--- src/rtl/bird_collision_scorer.sv ---
// Collision detection, scoring, lives tracking and game-state sequencing for
// the bird game. The block consumes the one-hot bird row and the pipe pixels
// in the bird's display column, and it returns a die pulse to the bird
// movement block whenever a hit is detected.
module bird_collision_scorer #(
    parameter int unsigned SCORE_W     = 8,
    parameter int unsigned LIVES       = 3,
    parameter int unsigned GRACE_TICKS = 2
) (
    input  logic               clock_i,
    input  logic               reset_i,
    input  logic               start_i,
    input  logic               restart_i,
    input  logic [15:0]        bird_i,
    input  logic [15:0]        pipe_col_i,
    input  logic               col_tick_i,
    output logic               die_o,
    output logic [SCORE_W-1:0] score_o,
    output logic [1:0]         lives_left_o,
    output logic               game_over_o
);

    localparam int unsigned COL_W   = 16;
    localparam int unsigned LIVES_W = 2;
    localparam int unsigned GRACE_W = (GRACE_TICKS < 1) ? 1 : $clog2(GRACE_TICKS + 1);

    typedef enum logic [2:0] {
        ST_IDLE  = 3'd0,
        ST_PLAY  = 3'd1,
        ST_PAUSE = 3'd2,
        ST_HIT   = 3'd3,
        ST_OVER  = 3'd4
    } state_e;

    state_e             state_q, state_d;
    logic [COL_W-1:0]   cur_col_q, cur_col_d;
    logic [GRACE_W-1:0] grace_q, grace_d;
    logic [SCORE_W-1:0] score_q, score_d;
    logic [LIVES_W-1:0] lives_q, lives_d;
    logic               die_q, die_d;
    logic               game_over_q, game_over_d;

    logic               hit_c;
    logic               pipe_cleared_c;
    logic               score_sat_c;

    // Hit: bird overlaps the latched pipe column or fell off the display; masked during grace.
    assign hit_c = (grace_q == '0) &&
                   (((bird_i & cur_col_q) != '0) || (bird_i == '0));

    // A pipe is cleared when the column goes from occupied to fully empty.
    assign pipe_cleared_c = (cur_col_q != '0) && (pipe_col_i == '0);

    assign score_sat_c = &score_q;

    // State and datapath registers with synchronous reset.
    always_ff @(posedge clock_i) begin
        if (reset_i) begin
            state_q     <= ST_IDLE;
            cur_col_q   <= '0;
            grace_q     <= '0;
            score_q     <= '0;
            lives_q     <= LIVES_W'(LIVES);
            die_q       <= 1'b0;
            game_over_q <= 1'b0;
        end else begin
            state_q     <= state_d;
            cur_col_q   <= cur_col_d;
            grace_q     <= grace_d;
            score_q     <= score_d;
            lives_q     <= lives_d;
            die_q       <= die_d;
            game_over_q <= game_over_d;
        end
    end

    // Next-state, datapath update and registered-output decode.
    always_comb begin
        state_d     = state_q;
        cur_col_d   = cur_col_q;
        grace_d     = grace_q;
        score_d     = score_q;
        lives_d     = lives_q;
        die_d       = 1'b0;
        game_over_d = 1'b0;

        case (state_q)
            ST_IDLE: begin
                if (start_i) begin
                    state_d = ST_PLAY;
                end
            end

            ST_PLAY: begin
                if (!start_i) begin
                    // Pausing wins over everything else in the same cycle.
                    state_d = ST_PAUSE;
                end else begin
                    if (col_tick_i) begin
                        cur_col_d = pipe_col_i;
                    end
                    if (hit_c) begin
                        // Hit suppresses any score increment on a coincident tick.
                        state_d = ST_HIT;
                        die_d   = 1'b1;
                        lives_d = lives_q - LIVES_W'(1);
                    end else if (col_tick_i) begin
                        if (grace_q != '0) begin
                            grace_d = grace_q - GRACE_W'(1);
                        end
                        if (pipe_cleared_c && !score_sat_c) begin
                            score_d = score_q + SCORE_W'(1);
                        end
                    end
                end
            end

            ST_PAUSE: begin
                if (start_i) begin
                    state_d = ST_PLAY;
                end
            end

            ST_HIT: begin
                // lives_q already holds the decremented count here.
                if (lives_q == '0) begin
                    state_d     = ST_OVER;
                    game_over_d = 1'b1;
                end else begin
                    state_d = ST_PLAY;
                    grace_d = GRACE_W'(GRACE_TICKS);
                end
            end

            ST_OVER: begin
                if (restart_i) begin
                    state_d   = ST_IDLE;
                    score_d   = '0;
                    lives_d   = LIVES_W'(LIVES);
                    cur_col_d = '0;
                    grace_d   = '0;
                end else begin
                    game_over_d = 1'b1;
                end
            end

            default: begin
                state_d = ST_IDLE;
            end
        endcase
    end

    assign die_o        = die_q;
    assign score_o      = score_q;
    assign lives_left_o = lives_q;
    assign game_over_o  = game_over_q;

endmodule

--- config.mk ---
export PLATFORM = sky130hd
export DESIGN_NAME = bird_collision_scorer
export DESIGN_NICKNAME = d
export VERILOG_FILES = /design/src/rtl/bird_collision_scorer.sv
export SDC_FILE = /design/constraint.sdc
export NUM_CORES = 1
export LEC_CHECK = 0
export CAP_MARGIN = 25
export CORE_UTILIZATION = 42
export DETAILED_ROUTE_END_ITERATION = 7
export PLACE_DENSITY = 0.78
export SLEW_MARGIN = 5
export SYNTH_ARGS = -nofsm -noshare
export SYNTH_HDL_FRONTEND = slang
export SYNTH_SLANG_ARGS = --single-unit
export TNS_END_PERCENT = 50
--- constraint.sdc ---
create_clock -name clock_i -period 1.75 [get_ports clock_i]
set_input_delay 0.35 -clock clock_i [delete_from_list [all_inputs] [get_ports clock_i]]
set_output_delay 0.35 -clock clock_i [all_outputs]
set_load 0.01 [all_outputs]
==> results of run 1 <==
==> placed cells by master, fill, tap and decap left out, types with 2 or more instances in the layout <==
master,count
inv_1,8
a22oi_1,5
a22o_1,2
dfxtp_1,30
clkbuf_8,7
a221oi_2,2
clkdlybuf4s15_1,4
o21ai_0,7
nor4_1,7
nor2_1,6
buf_4,34
a21oi_2,2
nand4_1,5
nor2b_1,3
a21o_1,2
dfxtp_2,3
o22ai_4,2
dlygate4sd2_1,24
o31ai_1,2
a21oi_1,22
ha_1,3
dlymetal6s2s_1,3
clkdlybuf4s15_2,2
or2_2,2
a31oi_1,2
nand2_1,24
nor3_1,6
or4_1,2
nor4_2,4
nand3_1,20
or3_1,2
clkdlybuf4s50_1,14
or3_4,2
==> area by class of cell <==
cell class	count	area share, %
inverter	8	1.17
clock buffer	7	3.77
sequential	33	26.0
timing repair buffer	82	27.8
tap	48	2.35
multi-input combinational	152	38.7
clock inverter	1	0.196
==> power by group <==
part | switching [mW] | internal (mW) | leakage (nW) | total, mW
Combinational | 0.0905 | 0.0974 | 0.695 | 0.188
Clock | 0.285 | 0.355 | 0.0542 | 0.640
Sequential | 0.00796 | 0.761 | 0.268 | 0.769
==> what timing repair did <==
action                                  4_1_cts  5_1_grt
resized for setup                            54       12
pin swaps                                    29        9
buffers inserted                              5        0
hold buffers                                  0        0
endpoints found under the setup margin       10       12
gates cloned                                  1        0
==> per-stage QoR <==
| stage | cell area, µm² | total power [mW] | TNS (ns) |
|---|---|---|---|
| 2_1_floorplan | 1610 | 0.843 | -0.0466 |
| 3_3_place_gp | 2340 | 0.970 | -7.01 |
| 3_5_place_dp | 2340 | 0.973 | -7.26 |
| 4_1_cts | 2510 | 1.60 | -0.961 |
| 5_1_grt | 2560 | 1.66 | -1.67 |
| 6_report | 2560 | 1.60 | -0.867 |
==> per-layer routing <==
metal | vias to the layer above | GRT usage, %
met3 | 8 | 4.11
met5 | - | 0
met1 | 863 | 32.6
met2 | 72 | 42.2
met4 | 0 | 12.5
li1 | 915 | -
==> final timing paths <==
path / start / to / slack (ns) / cells after the start
worst max-delay path: bird_i[9] / score_o[4] / -0.14 / 7
worst min-delay path: pipe_col_i[15] / cur_col_q[15] / 0.37 / 3
worst max register to register: state_q[2] / score_o[4] / -0.13 / 7
worst min register to register: cur_col_q[6] / cur_col_q[6] / 0.47 / 2
==> flip-flops by register name, indices dropped and copies added (netlist names) <==
register and count:
cur_col_q 16, die_o 1, game_over_o 1, grace_q 2, lives_left_o 2, score_o 8
state_q 3
==> kinds of logic after synthesis <==
kind of cell	synth area share (%)
fa+ha+maj	2.34
simple gates	30.7
flops	41.2
mux	0.624
xor+xnor	0.546
compound gates	20.5
buf+inv	4.06
==> critical path, stage by stage <==
cell and delay (ns):
clkdlybuf4s50_1 0.45, a221oi_2 0.23, and4b_2 0.35, o22ai_4 0.12, buf_4 0.15, or3_4 0.36
a21oi_2 0.11
==> flow_summary.json, run 1 <==
{
  "crit_required_ns": 1.99,
  "cts_sinks": 33,
  "wirelength_mm": 4.76,
  "timing.fmax_mhz": 530,
  "ant_nets": 0,
  "cts_tree": "done",
  "placed_cells": 319,
  "cts_max_level": 2,
  "synth_area_leader_cell": "dfxtp_1",
  "core_mm2": 0.00366,
  "synth-edff-count": 0,
  "wl_per_cell_um": 14.4,
  "dieArea_mm2": 0.00407,
  "status": "finished with violations",
  "dr_total_vias": 1858,
  "worst_slack_ns": -0.137,
  "grt_pass1_wl_mm": 8.00,
  "clk_latency_ns": 0.29,
  "max-vdd-ir-drop_mv": 0.380,
  "cts-root-buf": "clkbuf_8",
  "drcViolationCount": 0,
  "hp-class": "in -> reg",
  "arrival_ns": 2.12,
  "utilization_pct": 69.9,
  "ys_seq_area_share_pct": 41.2,
  "finalCritPeriodShare_pct": 108,
  "track_usage_pct": 25.7,
  "cts.clk_slew.worst_paths_ns": 0.07,
  "violations": "setup timing",
  "cellLeakagePower_nw": 1.02,
  "n_fill_cell": 315,
  "num_rows": 22,
  "io_pins": 49,
  "period_needed_ns": 1.89,
  "syn_to_final_growth_pct": 59.4,
  "drt-pass1-iter-count": 5,
  "cts_buffers": 5,
  "drv_cap": 0,
  "dr_wl_met2_mm": 2.31,
  "critical_path_class": "in -> reg",
  "hold_viol_final": 0,
  "gp_congestion": 0.876,
  "antenna_found_initial": 0,
  "drt_iter0_drc": 90,
  "postSynthAreaPerCell_um2": 7.98,
  "synthTopCellsByCount": "dfxtp_1 (33), a21oi_1 (24), nand2_1 (24)",
  "grt_pass1_vias": 1787,
  "overflow": 0,
  "holdWs_ns": 0.373,
  "synthCells": 201,
  "multi_input_area_um2": 991,
  "portBuffers": 48,
  "crit_path_end_kind": "register",
  "route.met3.wl_um": 251,
  "avgViaCountPerCell": 5.61,
  "nNetsFinal": 322,
  "clock_skew_ns": 0.00442,
  "final_cells": 331,
  "async_flop_share_pct": 0,
  "wl_met1_mm": 2.11,
  "worst_slew_pin_slew_ns": 0.344,
  "dp_hpwl_mm": 3.52,
  "slew_violations": 0,
  "yosysMostFrequentCell": "dfxtp_1",
  "final-seq-area_um2": 664,
  "finalSetupViolCount": 9,
  "drive_gt1_share_pct": 24.0,
  "synth.distinct_cells": 39,
  "ys_warn_count": 0,
  "clock_path_buffers": 2,
  "start_util_pct": 43.8,
  "die_h_um": 63.8,
  "slew_headroom_pct": 77.0,
  "highest_layer": "met4",
  "critPathLaunchType": "primary input",
  "ys_ff_latch": 33,
  "syn_area_mm2": 0.00160,
  "synth_area_leaders": "dfxtp_1 (41%), a21oi_1 (7.5%), nand3_1 (6.2%)",
  "cp_max_fo": 6,
  "synth_flop_cell": "dfxtp_1",
  "die_w_um": 63.8,
  "preCtsSetupSlack_ns": -0.792,
  "powerDensity_mw_per_mm2": 625,
  "grt_max_degree": 19,
  "diodes": 0,
  "synth_top_area_share_pct": 41.2,
  "synthesis.nets": 241,
  "grt_setup_unrepaired": "true"
}
(Power assumes the default switching activity.)
==> inputs of run 2 (changes only) <==
--- a/config.mk
+++ b/config.mk
@@ -8,7 +8,7 @@
 export CAP_MARGIN = 25
 export CORE_UTILIZATION = 42
 export DETAILED_ROUTE_END_ITERATION = 7
-export PLACE_DENSITY = 0.78
+export PLACE_DENSITY = 0.76
 export SLEW_MARGIN = 5
 export SYNTH_ARGS = -nofsm -noshare
 export SYNTH_HDL_FRONTEND = slang
==> flow_summary.json, run 2 (same netlist as run 1, synthesis figures left out) <==
{
  "status": "finished with violations",
  "violations": "setup timing",
  "critical_path_class": "in -> reg",
  "start_util_pct": 43.8,
  "multi_input_area_um2": 993,
  "crit_path_end_kind": "register",
  "nNetsFinal": 327,
  "max-vdd-ir-drop_mv": 0.495,
  "cts_buffers": 5,
  "grt_pass1_vias": 1778,
  "num_rows": 22,
  "largest-register": "cur_col_q",
  "clock_skew_ns": 0.00413,
  "dr_total_vias": 1887,
  "clock_path_buffers": 2,
  "finalCritPeriodShare_pct": 109,
  "final-seq-area_um2": 666,
  "grt_pass1_wl_mm": 8.02,
  "overflow": 0,
  "arrival_ns": 2.12,
  "largest_register_ffs": 16,
  "worst_slew_pin_slew_ns": 0.308,
  "die_h_um": 63.8,
  "drt-pass1-iter-count": 4,
  "core_mm2": 0.00366,
  "cts-root-buf": "clkbuf_8",
  "syn_to_final_growth_pct": 59.6,
  "clk_latency_ns": 0.28,
  "worst_slack_ns": -0.156,
  "cellLeakagePower_nw": 0.998,
  "dp_hpwl_mm": 3.52,
  "final_area_mm2": 0.00256,
  "ant_nets": 0,
  "grt_setup_unrepaired": "true",
  "powerDensity_mw_per_mm2": 587,
  "slew_violations": 0,
  "wl_per_cell_um": 14.8,
  "period_needed_ns": 1.91,
  "wirelength_mm": 4.96,
  "drcViolationCount": 0,
  "cts_sinks": 33,
  "hp-class": "in -> reg",
  "finalSetupViolCount": 7,
  "track_usage_pct": 25.4,
  "slew_headroom_pct": 79.4,
  "timing.fmax_mhz": 525,
  "cts_max_level": 2,
  "cts.clk_slew.worst_paths_ns": 0.07,
  "cts_tree": "done",
  "drive_gt1_share_pct": 28.5,
  "hold_viol_final": 0,
  "cp_max_fo": 6,
  "diodes": 0,
  "crit_required_ns": 1.96,
  "postPlaceCellArea_mm2": 0.00237,
  "hold_buffers": 0,
  "final_cell_mix": "buf_4 (38), dfxtp_1 (29), nand2_1 (24)",
  "holdWs_ns": 0.352,
  "antenna_found_initial": 0,
  "die_w_um": 63.8,
  "n_fill_cell": 285,
  "drt_iter0_drc": 119,
  "io_pins": 49,
  "gp_congestion": 0.910,
  "grt_max_degree": 20,
  "mostFrequentLayoutCell": "buf_4",
  "drv_cap": 0,
  "portBuffers": 48,
  "dieArea_mm2": 0.00407,
  "avgViaCountPerCell": 5.62,
  "critPathLaunchType": "primary input"
}
## run 2: cell count changes in the layout (fill, tap and decap cells not counted), moves of 3 or more
| cell | previous run | this run |
|---|---|---|
| a22oi_1 | 5 | 2 |
| dlygate4sd2_1 | 24 | 21 |
| dlymetal6s2s_1 | 3 | 0 |
| nor4_2 | 4 | 7 |
| nor4_1 | 7 | 4 |
| a22oi_2 | 0 | 3 |
| buf_4 | 34 | 38 |
| buf_2 | 1 | 5 |
## run 2: where the power goes
part           total (mW)  internal [mW]  switching (mW)
clock               0.549          0.275           0.273
sequential          0.771          0.761         0.00966
combinational       0.183         0.0942          0.0889
total                1.50           1.13           0.372
## run 2: final cells by class
type                       instances  area share (%)
sequential                        33            26.0
inverter                           8            1.17
timing repair buffer              88            28.4
clock inverter                     2           0.391
tap                               48            2.35
clock buffer                       6            2.83
multi-input combinational        151            38.8
## run 2: worst max-delay path: stages
cell and delay [ns]:
dlygate4sd2_1 0.24, a22o_1 0.24, a221oi_2 0.16, and4b_2 0.33, o22ai_4 0.12, or4_1 0.52, a21oi_1 0.15
## run 2: through the flow
step | std cells | total power, mW | TNS, ns | util (%) | setup slack (ns)
final | 336 | 1.50 | -0.573 | 69.9 | -0.156
after global routing | 336 | 1.57 | -1.24 | 69.9 | -0.232
after CTS | 335 | 1.50 | -0.597 | 69.0 | -0.133
after detailed placement | 322 | 0.975 | -8.22 | 64.7 | -0.802
after global placement | 322 | 0.973 | -7.61 | 64.7 | -0.779
after floorplan | 201 | 0.843 | -0.0466 | - | -0.0175
## run 2: timing repair
| item | CTS | global route |
|---|---|---|
| setup buffers | 6 | 2 |
| gates resized for setup | 76 | 12 |
| pin swaps | 25 | 13 |
| setup endpoints to repair | 10 | 10 |
## run 2: path summary, 6_finish.rpt
check,end,depth (start not counted),slack [ns],startpoint
max reg2reg,score_o[5],6,-0.14,cur_col_q[13]
min reg2reg,cur_col_q[13],2,0.49,cur_col_q[13]
min,cur_col_q[0],3,0.35,pipe_col_i[0]
max,score_o[5],7,-0.16,bird_i[3]
## run 2: metal layers
layer / share of wire, % / wire length [µm] / global-route usage (%) / vias up
met1: 47 / 2310 / 34.2 / 905
met2: 48 / 2370 / 40.3 / 57
met5: 0 / 0 / 0 / -
li1: - / - / - / 920
met4: 1.0 / 51 / 9.38 / 0
met3: 4.6 / 229 / 4.46 / 5
